--- config.mk ---
export PLATFORM = sky130hd
export DESIGN_NAME = csidh_ise_ctrl
export DESIGN_NICKNAME = d
export VERILOG_FILES = /design/src/rtl/csidh_ise_pkg.sv /design/src/rtl/csidh_ise_rfifo.sv /design/src/rtl/csidh_ise_ctrl.sv
export SDC_FILE = /design/constraint.sdc
export NUM_CORES = 1
export LEC_CHECK = 0
export CAP_MARGIN = 15
export CORE_MARGIN = 1
export CORE_UTILIZATION = 30
export DETAILED_ROUTE_END_ITERATION = 7
export SLEW_MARGIN = 20
export SYNTH_ARGS = -nofsm -noshare
export SYNTH_HDL_FRONTEND = slang
export SYNTH_SLANG_ARGS = --single-unit
--- constraint.sdc ---
create_clock -name ise_clk -period 11.19 [get_ports ise_clk]
set_input_delay 1.119 -clock ise_clk [delete_from_list [all_inputs] [get_ports ise_clk]]
set_output_delay 1.119 -clock ise_clk [all_outputs]
set_load 0.01 [all_outputs]
--- src/rtl/csidh_ise_pkg.sv ---
// Shared encodings and types for the CSIDH custom-0 issue/response controller.
package csidh_ise_pkg;
  localparam int XLEN = 64;

  localparam logic [1:0] CUSTOM_0 = 2'b00;
  localparam logic [1:0] CUSTOM_1 = 2'b01;
  localparam logic [1:0] CUSTOM_2 = 2'b10;
  localparam logic [1:0] CUSTOM_3 = 2'b11;

  localparam logic [3:0] FUNCT_ANDADD = 4'b0111;
  localparam logic [3:0] FUNCT_SUB    = 4'b0011;

  typedef struct packed {
    logic [5:0]      fn;
    logic [6:0]      imm;
    logic [XLEN-1:0] in1;
    logic [XLEN-1:0] in2;
  } ise_req_t;

  typedef struct packed {
    logic            err;
    logic [XLEN-1:0] data;
  } rfifo_ent_t;
endpackage

--- src/rtl/csidh_ise_rfifo.sv ---
// Result FIFO of {err, data}; flush empties it at the clock edge and beats push/pop.
module csidh_ise_rfifo
  import csidh_ise_pkg::*;
#(
  parameter int DEPTH = 2
) (
  input  logic       gclk,
  input  logic       grst_n,
  input  logic       flush,
  input  logic       push,
  input  rfifo_ent_t wdata,
  input  logic       pop,
  output rfifo_ent_t rdata,
  output logic       full,
  output logic       empty
);
  localparam int PW = $clog2(DEPTH);
  localparam int CW = $clog2(DEPTH + 1);

  rfifo_ent_t    mem [DEPTH];
  logic [PW-1:0] wr_ptr, rd_ptr;
  logic [CW-1:0] cnt;
  logic          do_push, do_pop;

  assign empty   = (cnt == '0);
  assign full    = (cnt == CW'(DEPTH));
  assign do_push = push && !flush;
  assign do_pop  = pop && !flush && !empty;
  assign rdata   = empty ? '0 : mem[rd_ptr];

  always_ff @(posedge gclk or negedge grst_n) begin
    if (!grst_n) begin
      wr_ptr <= '0;
      rd_ptr <= '0;
      cnt    <= '0;
    end else if (flush) begin
      wr_ptr <= '0;
      rd_ptr <= '0;
      cnt    <= '0;
    end else begin
      if (do_push) wr_ptr <= wr_ptr + PW'(1);
      if (do_pop)  rd_ptr <= rd_ptr + PW'(1);
      case ({do_push, do_pop})
        2'b10:   cnt <= cnt + CW'(1);
        2'b01:   cnt <= cnt - CW'(1);
        default: cnt <= cnt;
      endcase
    end
  end

  // Storage needs no reset: reads are masked to zero while empty.
  always_ff @(posedge gclk) begin
    if (do_push) mem[wr_ptr] <= wdata;
  end
endmodule

--- src/rtl/csidh_ise_ctrl.sv ---
// Issue/response controller: one issue register drives the external CSIDH
// datapath, results queue in a small FIFO so the core can stall writeback.
module csidh_ise_ctrl
  import csidh_ise_pkg::*;
#(
  parameter logic [1:0] ISE_V = 2'b11,
  parameter int         DEPTH = 2
) (
  input  logic            ise_clk,
  input  logic            ise_rst,
  input  logic            ise_flush,
  input  logic            ise_val,
  output logic            ise_rdy,
  input  logic [5:0]      ise_fn,
  input  logic [6:0]      ise_imm,
  input  logic [XLEN-1:0] ise_in1,
  input  logic [XLEN-1:0] ise_in2,
  output logic            ise_oval,
  input  logic            ise_ordy,
  output logic [XLEN-1:0] ise_out,
  output logic            ise_err,
  output logic            ise_busy,
  output logic [XLEN-1:0] dp_in1,
  output logic [XLEN-1:0] dp_in2,
  output logic [2:0]      dp_imm,
  output logic            dp_op_andadd,
  output logic            dp_op_sub,
  input  logic [XLEN-1:0] dp_rd
);
  ise_req_t   s1;
  logic       s1_v, s1_adv, pop, full, empty;
  logic       is_andadd, is_sub, legal, dp_en;
  logic       s1_unused;
  rfifo_ent_t push_ent, head;

  assign pop    = ise_oval && ise_ordy;
  assign s1_adv = s1_v && (!full || pop);
  // Reset is folded in so the core sees not-ready for the whole reset window.
  assign ise_rdy = ise_rst && !ise_flush && (!s1_v || s1_adv);

  always_ff @(posedge ise_clk or negedge ise_rst) begin
    if (!ise_rst) begin
      s1_v <= 1'b0;
      s1   <= '0;
    end else if (ise_flush) begin
      s1_v <= 1'b0;
    end else if (ise_val && ise_rdy) begin
      s1_v <= 1'b1;
      s1   <= '{fn: ise_fn, imm: ise_imm, in1: ise_in1, in2: ise_in2};
    end else if (s1_adv) begin
      s1_v <= 1'b0;
    end
  end

  assign s1_unused = ^s1.fn[5:2];

  assign is_andadd = ISE_V[1] && (s1.fn[1:0] == CUSTOM_0) && (s1.imm[3:0] == FUNCT_ANDADD);
  assign is_sub    = ISE_V[1] && (s1.fn[1:0] == CUSTOM_0) && (s1.imm[3:0] == FUNCT_SUB);
  assign legal     = is_andadd || is_sub;
  assign dp_en     = s1_v && legal;

  assign dp_in1       = dp_en ? s1.in1 : '0;
  assign dp_in2       = dp_en ? s1.in2 : '0;
  assign dp_imm       = dp_en ? s1.imm[6:4] : '0;
  assign dp_op_andadd = dp_en && is_andadd;
  assign dp_op_sub    = dp_en && is_sub;

  // Illegal ops still retire, carrying zero data and the error flag.
  assign push_ent.err  = !legal;
  assign push_ent.data = legal ? dp_rd : '0;

  csidh_ise_rfifo #(.DEPTH(DEPTH)) u_rfifo (
    .gclk   (ise_clk),
    .grst_n (ise_rst),
    .flush  (ise_flush),
    .push   (s1_adv),
    .wdata  (push_ent),
    .pop    (pop),
    .rdata  (head),
    .full   (full),
    .empty  (empty)
  );

  assign ise_oval = !empty;
  assign ise_out  = head.data;
  assign ise_err  = head.err;
  assign ise_busy = s1_v || !empty;
endmodule

* Word level (Yosys, flattened, before mapping)
Memories as Yosys holds them, arrays and structs flattened.
Index checks and enable logic that the tools add are counted.
Widths: inputs -> output; s select.
** Cells by class
- Equal/unequal tests :: 5
- Reduce and logical (&&, ||, !) cells :: 29
- $add $sub $neg :: 4
- Bitwise gates (word level) :: 1
- Muxes and demuxes :: 16
** Operators with widths (count)
- $mux 64 :: 3
- $mux 65 :: 1
- $logic_and 1x1->1 :: 13
- $mux 1 :: 9
- $reduce_bool 3->1 :: 2
- $logic_not 1->1 :: 5
- $eq 2x2->1 const B :: 2
- $eq 4x2->1 const B :: 1
- $eq 4x3->1 const B :: 1
- $logic_not 2->1 :: 2
- $logic_or 1x1->1 :: 4
- $pmux 2 s2 :: 1
- $reduce_bool 2->1 :: 2
- $mux 3 :: 1
- $add 1x1->1 const B :: 2
- $add 2x1->2 const B :: 1
- $eq 2x1->1 const B :: 1
- $mux 2 :: 1
- $reduce_and 2->1 :: 1
- $sub 2x1->2 const B :: 1
- $not 1->1 :: 1
** Word-level totals
- Word-level logic and storage cells :: 64
- Memory bits (writable) :: 130
- Memories kept :: 1
- Output and inout bits :: 201
- Register bits :: 142
** Memories
- u_rfifo.mem :: depth 2, bits a word 65, rd ports 1, clocked after memory_dff 0, write ports 1, line csidh_ise_rfifo.sv:20 : rfifo_ent_t mem [DEPTH];

* Longest topological paths before layout
- Depth in word-level cells :: 10
- Mapped depth :: 6

* Hierarchy
Synthesis repeated with hierarchy kept, for this count alone.
** Unflattened totals
- Cell total of the unflattened synthesis :: 836
- Area total of the unflattened synthesis :: 12450.7 µm²
** By module, submodules not included
- csidh_ise_ctrl :: area each 7225.7 µm², sequential area each 3453.3 µm², times used 1, cells an instance 537
- csidh_ise_rfifo :: area each 5225.0 µm², sequential area each 4003.8 µm², times used 1, cells an instance 299

* Worst setup path after synthesis
OpenSTA, ideal clock, no wires.
- Kind :: in2reg
- From :: input port ise_flush
- To :: memory u_rfifo.mem[1][0] (netlist bit), enable pin
- Path slack :: 2.432 ns
- Arrival :: 8.087 ns
- Buffers on the path :: 1
- Stages :: 2
- Library setup time :: 0.671 ns
- Path through :: clkbuf_2 > nor4b_1
** Between the ends
- Word-level cells in the longest chain between the ends :: 4
** RTL lines
- start: declaration :: line csidh_ise_ctrl.sv:11 : input logic ise_flush,
- $logic_not 1->1 :: line csidh_ise_rfifo.sv:27 : assign do_push = push && !flush;
- $logic_and 1x1->1 :: line csidh_ise_rfifo.sv:27
- $mux 1 :: line csidh_ise_rfifo.sv:53 : if (do_push) mem[wr_ptr] <= wdata;
- $mux 1 (implied by the code) :: line csidh_ise_rfifo.sv:53
- end: declaration :: line csidh_ise_rfifo.sv:20
No other way between the ends.

* Worst setup path after layout
- From :: register s1[136] (netlist bit)
- To :: output port dp_op_sub
** Between the ends
- Word-level cells in the longest chain between the ends :: 5
- Elaborated cells on any way between the ends :: 6
- Those cells by class :: 6 x reduce/logical
** RTL lines
- start: declaration :: line csidh_ise_ctrl.sv:30 : ise_req_t s1;
- start signal: assignment :: line csidh_ise_ctrl.sv:49 : s1 <= '{fn: ise_fn, imm: ise_imm, in1: ise_in1, in2: ise_in2};
- $logic_not 2->1 (*) :: line csidh_ise_ctrl.sv:57, csidh_ise_ctrl.sv:58
- $logic_and 1x1->1 (on tied branches) :: line csidh_ise_ctrl.sv:57, csidh_ise_ctrl.sv:58
- $logic_or 1x1->1 :: line csidh_ise_ctrl.sv:59 : assign legal = is_andadd || is_sub;
- $logic_and 1x1->1 :: line csidh_ise_ctrl.sv:60 : assign dp_en = s1_v && legal;
- $logic_and 1x1->1 (*) :: line csidh_ise_ctrl.sv:66 : assign dp_op_sub = dp_en && is_sub;
- end: declaration :: line csidh_ise_ctrl.sv:27 : output logic dp_op_sub,
Every way passes the cells marked *; elsewhere a longest branch is shown, timed or not.

==> impl_metrics.py <==
metrics = {
    "place": {
        "placed_area_um2": 16700,
        "gp_congestion": 0.735,
        "pre_cts_ws_ns": 6.76,
        "port_buffers": 406,
        "dp.cells": 1710,
        "place_hpwl_um": 20500,
    },
    "synth": {
        "ys_warn_count": 0,
        "synth_flop_cell": "dfrtp_1",
        "synth.top_cells.by_area": "edfxtp_1, dfrtp_1, mux2_4",
        "synth_edf_count": 130,
        "synth_cell_types": 33,
        "yosys.area.top_type": "edfxtp_1",
        "ys_ff_latch": 272,
        "netlist_top_cells_count": "dfrtp_1, and3_1, edfxtp_1, mux2_4, nor2_1",
        "syn_nets": 1047,
        "async_flop_share_pct": 52.2,
        "ys_seq_area_share_pct": 60.4,
        "syn_area_per_cell_um2": 14.7,
        "syn_area_um2": 12300,
        "synth.most_common_cell": "dfrtp_1",
        "synth_top_area_share_pct": 31.6,
        "postSynthCellCount": 837,
    },
    "power_and_ir_drop": {
        "ir_drop_mv": 0.0773,
        "leakage_nw": 7.10,
        "power.density_nw_per_um2": 144,
    },
    "clock_tree": {
        "cts_resized": 0,
        "cts_tree": "done",
        "holdBufCountCts": 0,
        "cts.path.max_buffers": 3,
        "cts_setup_buffers": 0,
        "cts_num_sinks": 272,
        "clk_pin_slew_ns": 0.06,
        "cts_max_level": 1,
        "clk_latency_ns": 0.56,
        "cts.root.buffer_cell": "clkbuf_16",
        "cts-buffers-inserted": 30,
    },
    "grt": {
        "overflow": 0,
        "grt_first_pass_wirelength_um": 48600,
        "grt_use_total_pct": 14.8,
        "grt_max_degree": 111,
        "grt_pass1_vias": 8095,
        "antenna_found_initial": 2,
    },
    "outcome": {
        "status": "finished clean",
    },
    "worst_setup_path": {
        "rrSetupSlack_ns": 7.86,
        "crit_arrival_ns": 3.84,
        "worstSetupEndpointType": "output port",
        "path_max_fanout": 110,
        "cp.required_ns": 10.07,
        "path_class": "flip-flop to output port",
        "start_kind": "flip-flop",
    },
    "route": {
        "drc": 0,
        "num_vias": 7896,
        "drt_iter0_drc": 369,
        "post_drt_wl_per_cell_um": 18.2,
        "antenna_left": 0,
        "viasPerCell": 4.47,
        "drt-pass1-iter-count": 4,
        "wl_um": 32100,
    },
    "finish": {
        "seqCellArea_um2": 7460,
        "fin_area_um2": 17700,
        "multiInputGateArea_um2": 4390,
        "fillers": 3768,
        "area_delta_synth_final_pct": 43.4,
        "drive_above_1_share_pct": 16.4,
        "fin_cells": 1768,
        "fin_nets": 1427,
    },
    "timing": {
        "drv_slew": 0,
        "worstMarginPinSlew_ns": 1.03,
        "skew_ns": 0.0174,
        "fin_crit_ns": 4.96,
        "worst_slack_ns": 6.23,
        "fmax_ghz": 0.202,
        "maxSlewHeadroom_pct": 31.0,
        "hold_violations": 0,
        "final.period_utilization_pct": 44.3,
        "rsz0062_at_grt": "no",
        "setup-tns-final_ns": 0,
        "report.final.setup_viol": 0,
    },
    "job": {
        "drv_cap": 0,
    },
    "floorplan": {
        "coreArea_um2": 40200,
        "num_io_pins": 411,
        "die_x_um": 205,
        "rows": 73,
        "start_util_pct": 30.7,
        "die_area_um2": 42000,
        "die_y_um": 205,
    },
    "worst_hold_path": {
        "hold_class": "flip-flop to flip-flop",
    },
}
==> worst paths after layout <==
check,from,to,cells after the start
worst max-delay path,s1[136]$_DFFE_PN0P_,dp_op_sub,5
worst min-delay path,s1[67]$_DFFE_PN0P_,s1[67]$_DFFE_PN0P_,1
worst max register to register,s1_v$_DFFE_PN0P_,u_rfifo.mem[0][12]$_DFFE_PP_,4
worst min register to register,s1[67]$_DFFE_PN0P_,s1[67]$_DFFE_PN0P_,1
max in group asynchronous,ise_rst,s1[44]$_DFFE_PN0P_,2
min in group asynchronous,ise_rst,s1[89]$_DFFE_PN0P_,1
==> cells in the final DEF, fill, tap and decap left out, types with 3 or more instances in the layout <==
cell type / instances
nor2_1: 67
o21ai_0: 3
buf_4: 9
clkbuf_16: 32
and2_1: 64
mux2i_1: 65
and3_1: 132
clkdlybuf4s50_1: 405
a21oi_1: 4
nand2_1: 4
clkbuf_1: 9
clkinv_2: 4
edfxtp_1: 130
mux2_4: 130
mux2_2: 7
nor3b_1: 3
inv_1: 3
dfrtp_1: 140
clkbuf_8: 7
==> layout make-up <==
class,count,area share (%)
clock buffer,49,5.30
clock inverter,7,0.495
antenna,2,0.0283
timing repair buffer,416,23.5
multi-input combinational,494,24.8
inverter,3,0.0636
tap,525,3.71
sequential,272,42.2
==> power breakdown <==
part	switching, mW	leakage [nW]	internal, mW
combinational	0.104	3.80	0.223
sequential	0.0585	2.80	1.15
clock	0.395	0.504	0.615
==> layer usage <==
metal / global-route usage (%) / wire length [µm] / vias up
met3: 6.03 / 3600 / 44
met4: 4.29 / 691 / 0
met5: 0 / 0 / -
li1: - / - / 3734
met2: 23.3 / 14600 / 312
met1: 18.5 / 13200 / 3806
==> sequential cells by signal, summed over array words and instances, names as in the netlist <==
signal	count
s1	137
u_rfifo.mem	130
u_rfifo.cnt	2
s1_v	1
u_rfifo.rd_ptr	1
u_rfifo.wr_ptr	1
==> cell families (layout without fill, tap and decap cells) <==
logic type / after synthesis / count (layout) / synth area share (%)
compound gates: 8 / 8 / 0.345
xor+xnor: 2 / 2 / 0.142
buf+inv: 71 / 475 / 4.19
flops: 272 / 272 / 60.4
mux: 202 / 202 / 21.7
other cells: 0 / 2 / 0
simple gates: 282 / 282 / 13.2
==> critical path, cell delays in order (launching register included) <==
cell	delay (ns)
dfrtp_1	0.41
nor4_4	0.27
buf_4	0.63
buf_4	0.82
nor3b_1	0.28
clkdlybuf4s50_1	0.64
==> stage by stage <==
stage | hold slack, ns | util [%] | total power, mW
after global placement | 0.484 | 41.5 | 1.55
after detailed placement | 0.485 | 41.5 | 1.56
after CTS | 0.503 | 44.0 | 2.59
after global routing | 0.508 | 44.1 | 2.66
final | 0.496 | 44.1 | 2.54
after floorplan | 0.473 | - | 1.41
Power figures use the tool's default switching activity.
==> patch 1 (config.mk and constraints unchanged) <==
The package constant `XLEN` goes from 64 to 72.
--- a/src/rtl/csidh_ise_pkg.sv
+++ b/src/rtl/csidh_ise_pkg.sv
@@ -1,6 +1,6 @@
 // Shared encodings and types for the CSIDH custom-0 issue/response controller.
 package csidh_ise_pkg;
-  localparam int XLEN = 64;
+  localparam int XLEN = 72;
 
   localparam logic [1:0] CUSTOM_0 = 2'b00;
   localparam logic [1:0] CUSTOM_1 = 2'b01;
Ports: changed (6 resized); port bits go from 411 to 459. No check against the original RTL was run, so the function may have changed too.
==> patch 1 against the unedited design <==
  * Combinational power is 11% lower
  * Clock skew is 5.4 ps lower
  * Sequential cell count is 32 higher
  * Total power is 11% higher
  * Wire length is 16% higher
  * Non-clock buffer count is 52 higher
  * Die area is 5.3% higher
  * Worst hold slack worse by 19 ps
  * Synthesized area is 5.3% higher
  * Count of clock-buffer cells in the layout is 11 higher
  * Global-route usage is 1.6 points higher
  * Final area is 9.1% higher
  * Worst setup slack worse by 13 ps
  * Synthesized cell count is 11% higher
  * Critical endpoint is now dp_in2[70]
  * Largest cell class unchanged
==> patch 1: results (changes against the unedited design) <==
[run_status]
status=finished, final reports clean  ; unchanged

[global_route]
antenna_found_initial=4  ; was 2
grt_max_degree=125  ; was 111
grt_first_pass_wirelength_um=55800  ; was 48600 um
first_global_vias=9450  ; was 8095
grt_use_met2_pct=25.5  ; was 23.3%
gr-usage-all-layers_pct=16.4  ; was 14.8%
use_met3_pct=6.69  ; was 6.03%

[worst_setup_path]
r2r_end=s1[149]  ; was u_rfifo.mem[0][12]
r2r_setup_slack_ps=7680  ; was 7860 ps
path_max_fanout=108  ; was 110
ff2ff_path_depth=5  ; was 4
cp.arrival_ps=3860  ; was 3840 ps

[logic_synthesis]
async_flop_share_pct=52.0  ; was 52.2%
synthesis.nets=1166  ; was 1047
ys_types=29  ; was 33
synth_compound_area_share_pct=0.327  ; was 0.345%
synth_common_cells=dfrtp_1, and3_1, edfxtp_1  ; was dfrtp_1, and3_1, edfxtp_1, mux2_4, nor2_1
synth_cells=932  ; was 837
ys_ff_latch=304  ; was 272
synth.area.mux_share_pct=18.9  ; was 21.7%

[final_layout]
num_antenna_cells=3  ; was 2
nClkBuffers=60  ; was 49
ff_latch_area_sq_um=8350  ; was 7460 sq um
comb.multi_input.count=550  ; was 494
multi_input_area_sq_um=4340  ; was 4390 sq um
drive_gt1_share_pct=11.4  ; was 16.4%
n_all_buffers=468  ; was 416
fill_cells=3871  ; was 3768
reg.largest.list=s1 x153, u_rfifo.mem x146, u_rfifo.cnt x2  ; was s1 x137, u_rfifo.mem x130, u_rfifo.cnt x2

[placement]
dp_hpwl_um=24300  ; was 20500 um
finalWeightedCongestion=0.770  ; was 0.735
dp.cells=1901  ; was 1710

[sta]
clock_skew_ps=12.0  ; was 17.4 ps
slew-limit-headroom_pct=28.2  ; was 31.0%

[power]
p_seq_mw=1.34  ; was 1.21 mW
internal_power_mw=2.21  ; was 1.99 mW
p_leak_nw=7.52  ; was 7.10 nW

[hold_path]
holdCritStartpoint=s1[46]  ; was s1[67]

[detailed_routing]
drt_wl_total_um=37100  ; was 32100 um
dr.max_layer_used=met5  ; was met4
drtIter0Drc=395  ; was 369
drt-met1-wl_um=15300  ; was 13200 um
num_vias=9120  ; was 7896

[clock_tree]
cts_max_level=2  ; was 1

-- patch 1: cell count changes after synthesis, sizes merged, moves of 8 or more --
cell,unedited run,this run
mux2i,65,73
and3,132,148
mux2,137,153
dfrtp,142,158
nor2,68,76
and2,64,72
edfxtp,130,146
-- patch 1: worst max-delay path: stages, from the launching register on --
cell             delay, ps
dfrtp_1                410
nor4_4                 320
buf_4                  640
buf_4                  840
and3_1                 270
clkdlybuf4s50_1        650
-- patch 1: per-stage QoR --
step                cell area, sq um  power, mW  setup slack [ps]  hold slack [ps]
floorplan                      13000       1.49              1560              450
global placement               18100       1.64              6580              459
detailed placement             18100       1.66              6600              469
CTS                            19300       2.87              6160              482
global route                   19300       2.95              5980              494
finish                         19300       2.83              6220              478
-- patch 1: kinds of logic after synthesis --
kind of cell / Yosys count
xor+xnor: 2
compound gates: 8
buf+inv: 78
simple gates: 314
mux: 226
flops: 304
==> patch 2 (config.mk and constraints unchanged) <==
Made on the original files. Register the output `ise_err`, cleared by the reset; this adds one clock of latency there. The other outputs are not delayed to match.
--- a/src/rtl/csidh_ise_ctrl.sv
+++ b/src/rtl/csidh_ise_ctrl.sv
@@ -83,7 +83,13 @@
 
   assign ise_oval = !empty;
   assign ise_out  = head.data;
-  assign ise_err  = head.err;
+  always_ff @(posedge ise_clk or negedge ise_rst) begin
+    if (!ise_rst) begin
+      ise_err <= '0;
+    end else begin
+      ise_err <= head.err;
+    end
+  end
   assign ise_busy = s1_v || !empty;
 endmodule
 
Behaviour: not the same (a bounded check fails within 4 cycles, from zero or initial values and one cycle with ise_rst low).
==> patch 2 against the unedited design <==
  * Worst setup slack improved by 330 ps
  * Wire length increased by 3.5%
  * Sequential cell count increased by 1
  * Synthesized area increased by 4.1%
  * Critical path depth unchanged
  * Register-to-register slack got worse by 170 ps
  * Count of clock-buffer cells in the layout increased by 2
  * Worst hold slack improved by 8.1 ps
  * Fmax increased by 7.0%
  * Final area about the same
  * Total power decreased by 1.8%
  * Via count increased by 1.6%
  * Core utilization decreased by 2.1 points
  * Sequential power about the same
  * Largest power group unchanged
==> patch 2: results (changes against the unedited design) <==
[run_status]
status=finished, final reports clean  ; unchanged

[logic_synthesis]
synth.area.mux_share_pct=20.9  ; was 21.7%
synth_xor_area_share_pct=0.136  ; was 0.142%
synth_compound_area_share_pct=0.331  ; was 0.345%
yosysSeqAreaShare_pct=58.2  ; was 60.4%
synth_area_leaders=edfxtp_1, dfrtp_1, mux2_4  ; unchanged
async_flop_share_pct=52.4  ; was 52.2%
synthesis.nets=1112  ; was 1047
synth_common_cells=dfrtp_1, and3_1, edfxtp_1, mux2_4, nor2_1  ; unchanged

[detailed_routing]
via_per_inst=4.50  ; was 4.47
drtIter0Drc=317  ; was 369
drt_wl_total_um=33200  ; was 32100 um

[worst_setup_path]
timing.rr.start=s1_v  ; unchanged
r2r_end=s1[62]  ; was u_rfifo.mem[0][12]
ff2ff_path_depth=6  ; was 4
r2r_setup_slack_ps=7690  ; was 7860 ps
cp.arrival_ps=3520  ; was 3840 ps
path_max_fanout=80  ; was 110
critPathMaxStageDelay_ps=690  ; was 820 ps

[global_route]
antenna_found_initial=4  ; was 2
first_global_vias=8438  ; was 8095
grt_max_degree=107  ; was 111
grt_first_pass_wirelength_um=50700  ; was 48600 um
gr-usage-all-layers_pct=14.8  ; about the same

[placement]
dp_hpwl_um=21500  ; was 20500 um
finalWeightedCongestion=0.741  ; was 0.735

[final_layout]
nets=1432  ; was 1427
fill_cells=3929  ; was 3768
reg.largest.list=s1 x137, u_rfifo.mem x130, u_rfifo.cnt x2  ; unchanged
drive_gt1_share_pct=16.2  ; was 16.4%

[clock_tree]
cts_max_path_buffers=3  ; unchanged

[sta]
clock_skew_ps=20.8  ; was 17.4 ps
worst_pin_slew_ps=1090  ; was 1030 ps

[hold_path]
hold_end=s1[79]  ; was s1[67]
holdCritStartpoint=s1[79]  ; was s1[67]

[power]
ir_drop_uv=64.6  ; was 77.3 uV
p_leak_nw=7.10  ; about the same

-- patch 2: cell types whose count changed in the layout (fill, tap and decap cells not counted), sizes merged --
cell,delta
dfrtp,+1
buf,+4
clkinvlp,-1
clkbuf,+2
bufinv,-2
diode,-1
-- patch 2: final cells by class --
type                            instances  area, sq um  share of cell area [%]
Clock inverter                          4         20.0                   0.113
Tap cell                              539          674                    3.81
Clock buffer                           51          932                    5.27
Timing Repair Buffer                  420         4170                    23.6
Sequential cell                       273         7490                    42.3
Antenna cell                            1         2.50                  0.0141
Multi-Input combinational cell        494         4390                    24.8
Inverter                                3         11.3                  0.0637
-- patch 2: power breakdown --
| part | internal, mW | total (mW) | leakage, nW | switching [mW] |
|---|---|---|---|---|
| Clock | 0.561 | 0.957 | 0.468 | 0.396 |
| Combinational | 0.224 | 0.330 | 3.81 | 0.106 |
| Sequential | 1.15 | 1.21 | 2.82 | 0.0606 |
-- patch 2: per-stage QoR --
stage	hold WS, ps	worst slack [ps]	utilization (%)	instance area [sq um]	cells
finish	504	6550	42.0	17700	1785
global route	517	6350	42.0	17700	1785
CTS	505	6520	42.0	17700	1784
detailed placement	485	7080	39.7	16700	1729
global placement	465	7120	39.7	16700	1729
floorplan	462	2430	-	12800	902
-- patch 2: worst max-delay path: cells and delay by family, from the launching register on --
family,cells,cell delay (ps)
DFF,1,410
buffers and inverters,3,1900
and+or+nand+nor,2,560
-- patch 2: per-layer routing --
layer	track usage [%]	part of all wire [%]
met5	0	0.12
met4	3.78	1.5
met3	5.62	9.6
met1	18.7	43
met2	23.8	46
